===== src/rtl/eth_tx_pkg.sv =====
// Shared types for the Ethernet TX path: frame types, scheduler FSM states and
// requester indices, plus a one-hot to frame-type helper.
package eth_tx_pkg;

  typedef enum logic [1:0] {
    NONE = 2'd0,
    ARP  = 2'd1,
    ICMP = 2'd2,
    UDP  = 2'd3
  } frame_type_t;

  typedef enum logic [1:0] {
    IDLE      = 2'd0,
    START     = 2'd1,
    WAIT_DONE = 2'd2,
    HOLDOFF   = 2'd3
  } state_t;

  localparam int REQ_ARP  = 0;
  localparam int REQ_ICMP = 1;
  localparam int REQ_UDP  = 2;

  function automatic frame_type_t onehot_to_frame(input logic [2:0] oh);
    frame_type_t ft;
    ft = NONE;
    if (oh[REQ_ARP])       ft = ARP;
    else if (oh[REQ_ICMP]) ft = ICMP;
    else if (oh[REQ_UDP])  ft = UDP;
    return ft;
  endfunction

endpackage


===== src/rtl/tx_frame_scheduler_if.sv =====
// Handshake bundle between the TX frame scheduler, its three frame sources,
// the header/data generators and the TX output mux.
interface tx_frame_scheduler_if;
  import eth_tx_pkg::*;

  logic [2:0]  req;
  logic [2:0]  ack;
  logic [2:0]  grant;
  frame_type_t frame_sel;
  logic        tx_start;
  logic        tx_frame_done;

  modport master (
    input  req,
    input  tx_frame_done,
    output ack,
    output grant,
    output frame_sel,
    output tx_start
  );

  modport slave (
    output req,
    output tx_frame_done,
    input  ack,
    input  grant,
    input  frame_sel,
    input  tx_start
  );

endinterface


===== src/rtl/rr_arbiter3.sv =====
// Combinational three-way round-robin pick; the search starts at the requester
// after the previous owner. Output is one-hot, or zero when nothing requests.
module rr_arbiter3
  import eth_tx_pkg::*;
(
  input  logic [2:0] i_req,
  input  logic [2:0] i_last,
  output logic [2:0] o_gnt
);

  always_comb begin
    o_gnt = 3'b000;
    if (i_last[REQ_ARP]) begin
      if (i_req[REQ_ICMP])      o_gnt[REQ_ICMP] = 1'b1;
      else if (i_req[REQ_UDP])  o_gnt[REQ_UDP]  = 1'b1;
      else if (i_req[REQ_ARP])  o_gnt[REQ_ARP]  = 1'b1;
    end else if (i_last[REQ_ICMP]) begin
      if (i_req[REQ_UDP])       o_gnt[REQ_UDP]  = 1'b1;
      else if (i_req[REQ_ARP])  o_gnt[REQ_ARP]  = 1'b1;
      else if (i_req[REQ_ICMP]) o_gnt[REQ_ICMP] = 1'b1;
    end else begin
      // UDP owned last (also the reset owner), so ARP is searched first
      if (i_req[REQ_ARP])       o_gnt[REQ_ARP]  = 1'b1;
      else if (i_req[REQ_ICMP]) o_gnt[REQ_ICMP] = 1'b1;
      else if (i_req[REQ_UDP])  o_gnt[REQ_UDP]  = 1'b1;
    end
  end

endmodule


===== src/rtl/tx_frame_scheduler.sv =====
// Round-robin owner selection for the shared Ethernet TX pipeline: grants one
// frame source, fires tx_start, holds until tx_frame_done or watchdog abort.
module tx_frame_scheduler
  import eth_tx_pkg::*;
#(
  parameter int TIMEOUT_CYCLES = 4096,
  parameter int HOLDOFF_CYCLES = 2,
  parameter int CNT_W          = 16
) (
  input  logic                 aclk,
  input  logic                 aresetn,
  input  logic                 i_sched_en,
  tx_frame_scheduler_if.master bus,
  output logic                 o_busy,
  output logic                 o_timeout_err,
  output logic [CNT_W-1:0]     o_frames_sent,
  output logic [7:0]           o_timeout_cnt
);

  localparam int WD_W = (TIMEOUT_CYCLES > 2) ? $clog2(TIMEOUT_CYCLES) : 1;
  localparam int HO_W = (HOLDOFF_CYCLES > 1) ? $clog2(HOLDOFF_CYCLES) : 1;
  localparam logic [WD_W-1:0] WD_LOAD = WD_W'(TIMEOUT_CYCLES - 1);
  localparam logic [HO_W-1:0] HO_LAST = (HOLDOFF_CYCLES > 0) ? HO_W'(HOLDOFF_CYCLES - 1) : '0;

  function automatic logic [7:0] sat_inc8(input logic [7:0] v);
    return (v == 8'hFF) ? v : v + 8'd1;
  endfunction

  state_t              r_state;
  state_t              w_next;
  logic [2:0]          r_grant;
  logic [2:0]          r_last_grant;
  logic [2:0]          r_ack;
  frame_type_t         r_frame_sel;
  logic [CNT_W-1:0]    r_frames_sent;
  logic [7:0]          r_timeout_cnt;
  logic [WD_W-1:0]     r_wd;
  logic [HO_W-1:0]     r_ho;
  logic [2:0]          w_pick;
  logic                w_arb_go;
  logic                w_done;
  logic                w_expire;
  logic                w_ho_end;

  rr_arbiter3 u_arb (
    .i_req  (bus.req),
    .i_last (r_last_grant),
    .o_gnt  (w_pick)
  );

  assign w_arb_go = i_sched_en && (bus.req != 3'b000);
  assign w_done   = (r_state == WAIT_DONE) && bus.tx_frame_done;
  // Done in the expiry cycle takes priority over the abort
  assign w_expire = (r_state == WAIT_DONE) && !bus.tx_frame_done && (r_wd == '0);
  assign w_ho_end = (HOLDOFF_CYCLES == 0) || (r_ho == HO_LAST);

  // ---- state register ----
  always_ff @(posedge aclk) begin
    if (!aresetn) r_state <= IDLE;
    else          r_state <= w_next;
  end

  // ---- next-state logic ----
  always_comb begin
    w_next = r_state;
    unique case (r_state)
      IDLE:      if (w_arb_go)            w_next = START;
      START:                              w_next = WAIT_DONE;
      WAIT_DONE: if (w_done || w_expire)  w_next = HOLDOFF;
      HOLDOFF:   if (w_ho_end)            w_next = IDLE;
      default:                            w_next = IDLE;
    endcase
  end

  // ---- FSM outputs ----
  always_comb begin
    bus.tx_start  = 1'b0;
    o_busy        = 1'b0;
    o_timeout_err = 1'b0;
    if (r_state == START) bus.tx_start = 1'b1;
    if (r_state != IDLE)  o_busy       = 1'b1;
    if (w_expire)         o_timeout_err = 1'b1;
  end

  // ---- ownership, ack and statistics ----
  always_ff @(posedge aclk) begin
    if (!aresetn) begin
      r_grant       <= 3'b000;
      r_frame_sel   <= NONE;
      r_last_grant  <= 3'b100;
      r_ack         <= 3'b000;
      r_frames_sent <= '0;
      r_timeout_cnt <= 8'd0;
    end else begin
      r_ack <= 3'b000;
      unique case (r_state)
        IDLE: begin
          if (w_arb_go) begin
            r_grant     <= w_pick;
            r_frame_sel <= onehot_to_frame(w_pick);
          end
        end
        WAIT_DONE: begin
          if (w_done || w_expire) begin
            r_last_grant <= r_grant;
            r_grant      <= 3'b000;
            r_frame_sel  <= NONE;
          end
          if (w_done) begin
            r_ack         <= r_grant;
            r_frames_sent <= r_frames_sent + CNT_W'(1);
          end
          if (w_expire) r_timeout_cnt <= sat_inc8(r_timeout_cnt);
        end
        default: ;
      endcase
    end
  end

  // ---- watchdog and holdoff counters ----
  always_ff @(posedge aclk) begin
    if (r_state == START)          r_wd <= WD_LOAD;
    else if (r_state == WAIT_DONE) r_wd <= r_wd - WD_W'(1);
    if (r_state == HOLDOFF)        r_ho <= r_ho + HO_W'(1);
    else                           r_ho <= '0;
  end

  assign bus.grant     = r_grant;
  assign bus.frame_sel = r_frame_sel;
  assign bus.ack       = r_ack;
  assign o_frames_sent = r_frames_sent;
  assign o_timeout_cnt = r_timeout_cnt;

endmodule


===== src/flat_wrapper.sv =====
// flat-port wrapper written by rule: the top's interface ports become plain ports
module tx_frame_scheduler_flat import eth_tx_pkg::*;
#(
  parameter int TIMEOUT_CYCLES = 4096,
  parameter int HOLDOFF_CYCLES = 2,
  parameter int CNT_W          = 16
)
  (aclk, aresetn, i_sched_en, o_busy, o_timeout_err, o_frames_sent, o_timeout_cnt, bus_req, bus_tx_frame_done, bus_ack, bus_grant, bus_frame_sel, bus_tx_start);
  tx_frame_scheduler_if bus_i ();
  input  logic aclk;
  input  logic aresetn;
  input  logic i_sched_en;
  output logic o_busy;
  output logic o_timeout_err;
  output logic [CNT_W-1:0] o_frames_sent;
  output logic [7:0] o_timeout_cnt;
  input wire logic [$bits(bus_i.req)-1:0] bus_req;
  input wire logic [$bits(bus_i.tx_frame_done)-1:0] bus_tx_frame_done;
  output wire logic [$bits(bus_i.ack)-1:0] bus_ack;
  output wire logic [$bits(bus_i.grant)-1:0] bus_grant;
  output wire logic [$bits(bus_i.frame_sel)-1:0] bus_frame_sel;
  output wire logic [$bits(bus_i.tx_start)-1:0] bus_tx_start;
  assign bus_i.req = bus_req;
  assign bus_i.tx_frame_done = bus_tx_frame_done;
  assign bus_ack = bus_i.ack;
  assign bus_grant = bus_i.grant;
  assign bus_frame_sel = bus_i.frame_sel;
  assign bus_tx_start = bus_i.tx_start;
  tx_frame_scheduler #(.TIMEOUT_CYCLES(TIMEOUT_CYCLES), .HOLDOFF_CYCLES(HOLDOFF_CYCLES), .CNT_W(CNT_W)) u_core (.aclk(aclk), .aresetn(aresetn), .i_sched_en(i_sched_en), .bus(bus_i), .o_busy(o_busy), .o_timeout_err(o_timeout_err), .o_frames_sent(o_frames_sent), .o_timeout_cnt(o_timeout_cnt));
endmodule

===== config.mk =====
export PLATFORM = sky130hd
export DESIGN_NAME = tx_frame_scheduler_flat
export DESIGN_NICKNAME = d
export VERILOG_FILES = /design/src/rtl/eth_tx_pkg.sv /design/src/rtl/tx_frame_scheduler_if.sv /design/src/rtl/rr_arbiter3.sv /design/src/rtl/tx_frame_scheduler.sv /design/src/flat_wrapper.sv
export SDC_FILE = /design/constraint.sdc
export NUM_CORES = 1
export LEC_CHECK = 0
export CAP_MARGIN = 20
export CORE_MARGIN = 5
export CORE_UTILIZATION = 30
export DETAILED_ROUTE_END_ITERATION = 7
export MAX_ROUTING_LAYER = met4
export PLACE_DENSITY = 0.49
export SETUP_SLACK_MARGIN = 0.02
export SLEW_MARGIN = 20
export SYNTH_ARGS = -nofsm -noshare
export SYNTH_HDL_FRONTEND = slang
export SYNTH_SLANG_ARGS = --single-unit

===== constraint.sdc =====
create_clock -name aclk -period 3.2 [get_ports aclk]
set_input_delay 0.48 -clock aclk [delete_from_list [all_inputs] [get_ports aclk]]
set_output_delay 0.48 -clock aclk [all_outputs]
set_load 0.02 [all_outputs]

==> reports/metrics.cfg <==
[global_routing]
grt_first_pass_wirelength_um=9360
grtUsageTotal_pct=12.1
antenna_found_initial=0
grt_max_degree=29
grt_pass1_vias=1940
grt-ovfl-total=0

[power_and_ir_drop]
finalPower_mw=1.54
p_leak_nw=1.05
p_per_area_nw_per_um2=512
ir_drop_v=0.000248

[yosys]
synth_top_area_share_pct=42.1
synth_cells=269
synth_cell_type_count=44
synth.cell_area_um2=2330
ys.flop_type=dfxtp_1
syn_avg_cell_area_um2=8.66
netlist_top_cells_area=dfxtp_1 42%, a21oi_1 4.5%, xnor2_1 4.5%
ys_ff_latch=49
synth_edf_count=0
syn-num-nets=284
yosysSeqAreaShare_pct=42.1
synth_largest_area_cell=dfxtp_1
synthArstFlopShare_pct=0
yosys_warnings=0

[drt]
ant_nets=0
wl_met1_um=2800
wl_met3_um=166
dr.pass1.iters=4
drc_errors=0
dr.first_iter.drc_count=41
totalWireLength_um=5480
route.met2.wl_um=2430
highest_layer=met4
wire_per_inst_um=13.1
num_vias=2007
drt-vias-per-instance=4.79

[timing]
setup_viol=0
period_needed_ns=2.96
slew_violations=0
rsz0062_at_grt=no
hold_slack_ns=0.419
setup_slack_ns=0.236
fmax_mhz=337
fin_crit_sh_pct=92.6
tightest_slew_ns=0.861
slew_headroom_pct=41.8
worst_clock_skew_ns=0.0132
hold_viol=0

[cts]
clockBufferDepth=2
cts.sinks=49
cts-htree-levels=2
clk_latency_ns=0.31
clkTransAtPathRegs_ns=0.09
tritoncts=done
cts_root_buf=clkbuf_8
hold_buffers=0
cts_buffers=5
post_cts_resized=1
cts_setup_buffers=0

[finish]
design_area_um2=3010
nets=331
num_antenna_cells=0
area_delta_synth_final_pct=29.2
drive_gt1_share_pct=8.52
nFillCells=799

[floorplanning]
core-area_um2=7650
die_area_um2=9620
die_h_um=98.1
row_count=32
num_io_pins=42
die_x_um=98.1
start_util_pct=30.4

[min_path]
hp-class=register to register
hold_depth=1
whs_endpoint=u_core.r_ho
min_from=u_core.r_ho

[worst_setup_path]
cp.arrival_ns=2.48
crit_type=input port to output pin
worstSetupStartpointType=input port
rr_worst_depth=7
critPathRequiredTime_ns=2.72
ff2ff_setup_slack_ns=0.47
critPathCaptureType=output pin
worstReg2RegStart=u_core.r_state[0]
r2r_end=u_core.r_wd[11]
path_max_fanout=2

[place]
hpwl_um=3930
gp_congestion=0.754
placed_area_um2=2890
pre_cts_ws_ns=-0.0292
io_buffers=41

[outcome]
status=completed

[flow_run]
drv_cap=0

==> placed cells by master (no fill, tap or decap), types with 10 or more instances in the layout <==
master / instances
nand3_1: 11
dfxtp_1: 49
nand2b_1: 10
a21oi_1: 21
xnor2_1: 12
inv_1: 13
nor2_1: 18
o21ai_0: 12
clkdlybuf4s50_1: 40
nand2_1: 22
==> power breakdown <==
part / leakage, nW / internal [mW] / switching, mW
sequential: 0.396 / 0.650 / 0.0342
clock: 0.0574 / 0.254 / 0.212
combinational: 0.599 / 0.178 / 0.210
total: 1.05 / 1.08 / 0.456
==> cell type report <==
type                    instances  area [um2]  share of cell area, %
clock buffers                   6        82.6                   2.74
repair buffers                 49         469                   15.6
multi-input cells             197        1260                   41.8
flip-flops and latches         49         981                   32.6
clock inverters                 2        37.5                   1.25
well taps                     102         128                   4.24
inverters                      14        52.6                   1.75
==> per-layer routing <==
| layer | track usage (%) | vias up |
|---|---|---|
| met1 | 16.0 | 912 |
| met2 | 18.3 | 34 |
| met5 | - | - |
| li1 | - | 1056 |
| met3 | 2.64 | 5 |
| met4 | 4.47 | 0 |
==> how the worst max path moves through the flow <==
stage | from | end | slack (ns) | depth (start not counted)
finish | bus_tx_frame_done | o_timeout_err | 0.24 | 5
global route | u_core.r_wd[0] | o_timeout_err | 0.18 | 6
CTS | bus_tx_frame_done | o_timeout_err | 0.22 | 5
detailed placement | bus_tx_frame_done | o_timeout_err | -0.03 | 5
global placement | bus_tx_frame_done | o_timeout_err | -0.04 | 5
floorplan | u_core.r_state[0] | u_core.r_wd[11] | 0.78 | 6
==> cell usage after synthesis, drive strengths merged (4+ instances only) <==
cell type,count
inv,14
buf,4
nor3,8
nand2b,10
nor2,18
nand3,11
clkbuf,5
nor4,6
ha,8
a21oi,21
o21ai,12
and3,6
or4,8
dfxtp,49
xnor2,12
nand4,7
xor2,4
nand2,22
mux2i,6
==> through the flow <==
stage                     cells  TNS (ns)  util, %
after global placement      411   -0.0412     37.8
after global routing        419         0     39.3
after detailed placement    411   -0.0292     37.8
after CTS                   419         0     39.3
final                       419         0     39.3
after floorplan             269         0        -
==> worst max-delay path, cell delays in order <==
cell	delay, ns
clkdlybuf4s50_1	0.42
or4b_2	0.64
or4_1	0.48
inv_1	0.13
dlygate4sd2_1	0.34
==> cells by family after synthesis <==
logic type,count (synthesis),share of synthesized area [%]
AO/OA/AOI/OAI,52,13.8
XOR/XNOR,16,6.02
adder cells (fa/ha/maj),8,4.30
buffers and inverters,23,3.82
flip-flops,49,42.1
multiplexers,7,3.06
AND/OR/NAND/NOR,114,26.9
==> flip-flops by register name, indices dropped and copies added, names as in the netlist <==
register / count
u_core.bus.grant: 3
u_core.r_state: 2
u_core.bus.ack: 3
u_core.o_timeout_cnt: 8
u_core.r_last_grant: 2
u_core.r_wd: 12
u_core.r_ho: 1
u_core.o_frames_sent: 16
u_core.bus.frame_sel: 2
Power figures use the tool's default switching activity.
==> edit, RTL diff (same flow settings) <==
Encoding of `state_t`: now one-hot (4 bits for 4 states).
--- a/src/rtl/eth_tx_pkg.sv
+++ b/src/rtl/eth_tx_pkg.sv
@@ -11,7 +11,7 @@
 
-  typedef enum logic [1:0] {
-    IDLE      = 2'd0,
-    START     = 2'd1,
-    WAIT_DONE = 2'd2,
-    HOLDOFF   = 2'd3
+  typedef enum logic [3:0] {
+    IDLE      = 4'b0001,
+    START     = 4'b0010,
+    WAIT_DONE = 4'b0100,
+    HOLDOFF   = 4'b1000
   } state_t;
Behaviour: no difference found for any inputs over 10 cycles, from zero or initial values and one cycle with aresetn low; not proved beyond that.
==> edit against the original RTL <==
First-iteration DRC count rose by 49%. Wire length rose by 9.1%. Setup slack improved by 0.17 ns. Clock skew fell by 0.0039 ns. Area after synthesis rose by 1.8%. Sequential cell count rose by 2. Final area rose by 0.25%. Highest routed layer unchanged.
Power is not compared: it rests on default switching activity, and its combinational part moved more than twofold at a synthesized area within 25%.
==> edit: results (changes against the original RTL) <==
| Metric | Value |
|---|---|
| Fin Clk Skew | `0.00929 ns (-0.00393 ns)` |
| Status | `finished clean` |
| Post-CTS Resized | `0 (-1)` |
| Max-slew headroom | `0.504 (+0.0854)` |
| WL met1 | `2.88 mm (+3.0%)` |
| Routability cong. | `0.740 (-1.8%)` |
| Synth top cells by count | `51 x dfxtp_1, 25 x nand2_1, 19 x a21oi_1` |
| Worst Setup SP | `u_core.r_state[0]$_SDFFE_PN1P_` |
| Crit Path Max Fanout | `11 (+9)` |
| First-pass GRT wire length | `9.87 mm (+5.4%)` |
| Crit Reg-Reg Startpoint | `u_core.r_wd[7]$_SDFFE_PN1N_` |
| Hold slack | `0.469 ns (+0.0504 ns)` |
| Pre-CTS setup slack | `0.668 ns (+0.697 ns)` |
| Overall routing resource usage | `0.127 (+0.00541)` |
| Met2 GRT Util | `0.202 (+0.0198)` |
| Met1 Usage GRT | `0.162 (+0.00155)` |
| Layout cell share with drive strength beyond 1 | `0.0755 (-0.00970)` |
| Cell count after placement | `412 (+0.24%)` |
| Nets@finish | `328 (-0.91%)` |
| Drt wl/cell | `14.2 µm (+8.9%)` |
| Post-synthesis sequential area ratio | `0.431 (+0.00956)` |
| Reg-to-reg slack, setup | `0.87 ns (+0.40 ns)` |
| Non-Filler Instances | `420 (+0.24%)` |
| Top cells by area, synth | `dfxtp_1 43%, a21oi_1 4.0%, nand2_1 4.0%` |
| End point of the critical path | `bus_tx_start` |
| Filler instances | `785 (-1.8%)` |
| Critical Path AT | `2.31 ns (-0.17 ns)` |
| Vias in the first global route | `2003 (+3.2%)` |
| Slowest stage delay, CP | `0.83 ns (+0.19 ns)` |
| Reg2reg end | `u_core.o_timeout_cnt[7]$_SDFFE_PN0P_` |
| Netlist cell types | `46 (+4.5%)` |
| Initial detailed-routing violation count | `61 (+49%)` |
| Dpl cell area | `2920 µm² (+0.95%)` |
| Reg2reg path depth | `4 (-3)` |
| Final worst-path cycle share | `0.872 (-0.0541)` |
| Pin count of the biggest net entering global routing | `25 (-14%)` |
| Cells after synthesis | `272 (+1.1%)` |
| Via density | `5.03 (+5.0%)` |
| Antenna cells | `0 (unchanged)` |
| Met3 Usage GRT | `0.0262 (-0.000243)` |
==> edit: worst max-delay path, delay by kind of cell, from the launching register on <==
| kind | cells | cell delay, ns |
|---|---|---|
| buffers and inverters | 2 | 0.83 |
| flip-flops | 1 | 0.35 |
| AND/OR/NAND/NOR | 1 | 0.83 |
==> edit: logic make-up (layout without fill, tap and decap cells) <==
group | after synthesis | in the layout | share of synthesized area
xor+xnor | 14 | 14 | 0.0517
flops | 51 | 51 | 0.431
buf+inv | 17 | 63 | 0.0301
fa+ha+maj | 4 | 4 | 0.0211
mux | 4 | 4 | 0.0169
compound gates | 52 | 52 | 0.135
simple gates | 130 | 130 | 0.315
==> edit: how the worst min path moves through the flow <==
stage	end	start
2_1_floorplan	u_core.r_wd[11]$_SDFFE_PN1N_	u_core.r_wd[11]$_SDFFE_PN1N_
4_1_cts	u_core.bus.frame_sel[1]$_SDFFE_PN0P_	u_core.bus.frame_sel[1]$_SDFFE_PN0P_
3_3_place_gp	u_core.bus.frame_sel[1]$_SDFFE_PN0P_	u_core.bus.frame_sel[1]$_SDFFE_PN0P_
6_report	u_core.bus.frame_sel[1]$_SDFFE_PN0P_	u_core.bus.frame_sel[1]$_SDFFE_PN0P_
3_5_place_dp	u_core.bus.frame_sel[1]$_SDFFE_PN0P_	u_core.bus.frame_sel[1]$_SDFFE_PN0P_
5_1_grt	u_core.bus.frame_sel[0]$_SDFFE_PN0P_	u_core.bus.frame_sel[0]$_SDFFE_PN0P_
==> edit: cell type report <==
cell class,count,share of cell area
Multi-Input combinational cell,204,0.426
Sequential cell,51,0.338
Tap cell,102,0.0423
Clock buffer,6,0.0274
Inverter,8,0.00995
Timing Repair Buffer,47,0.151
Clock inverter,2,0.00539
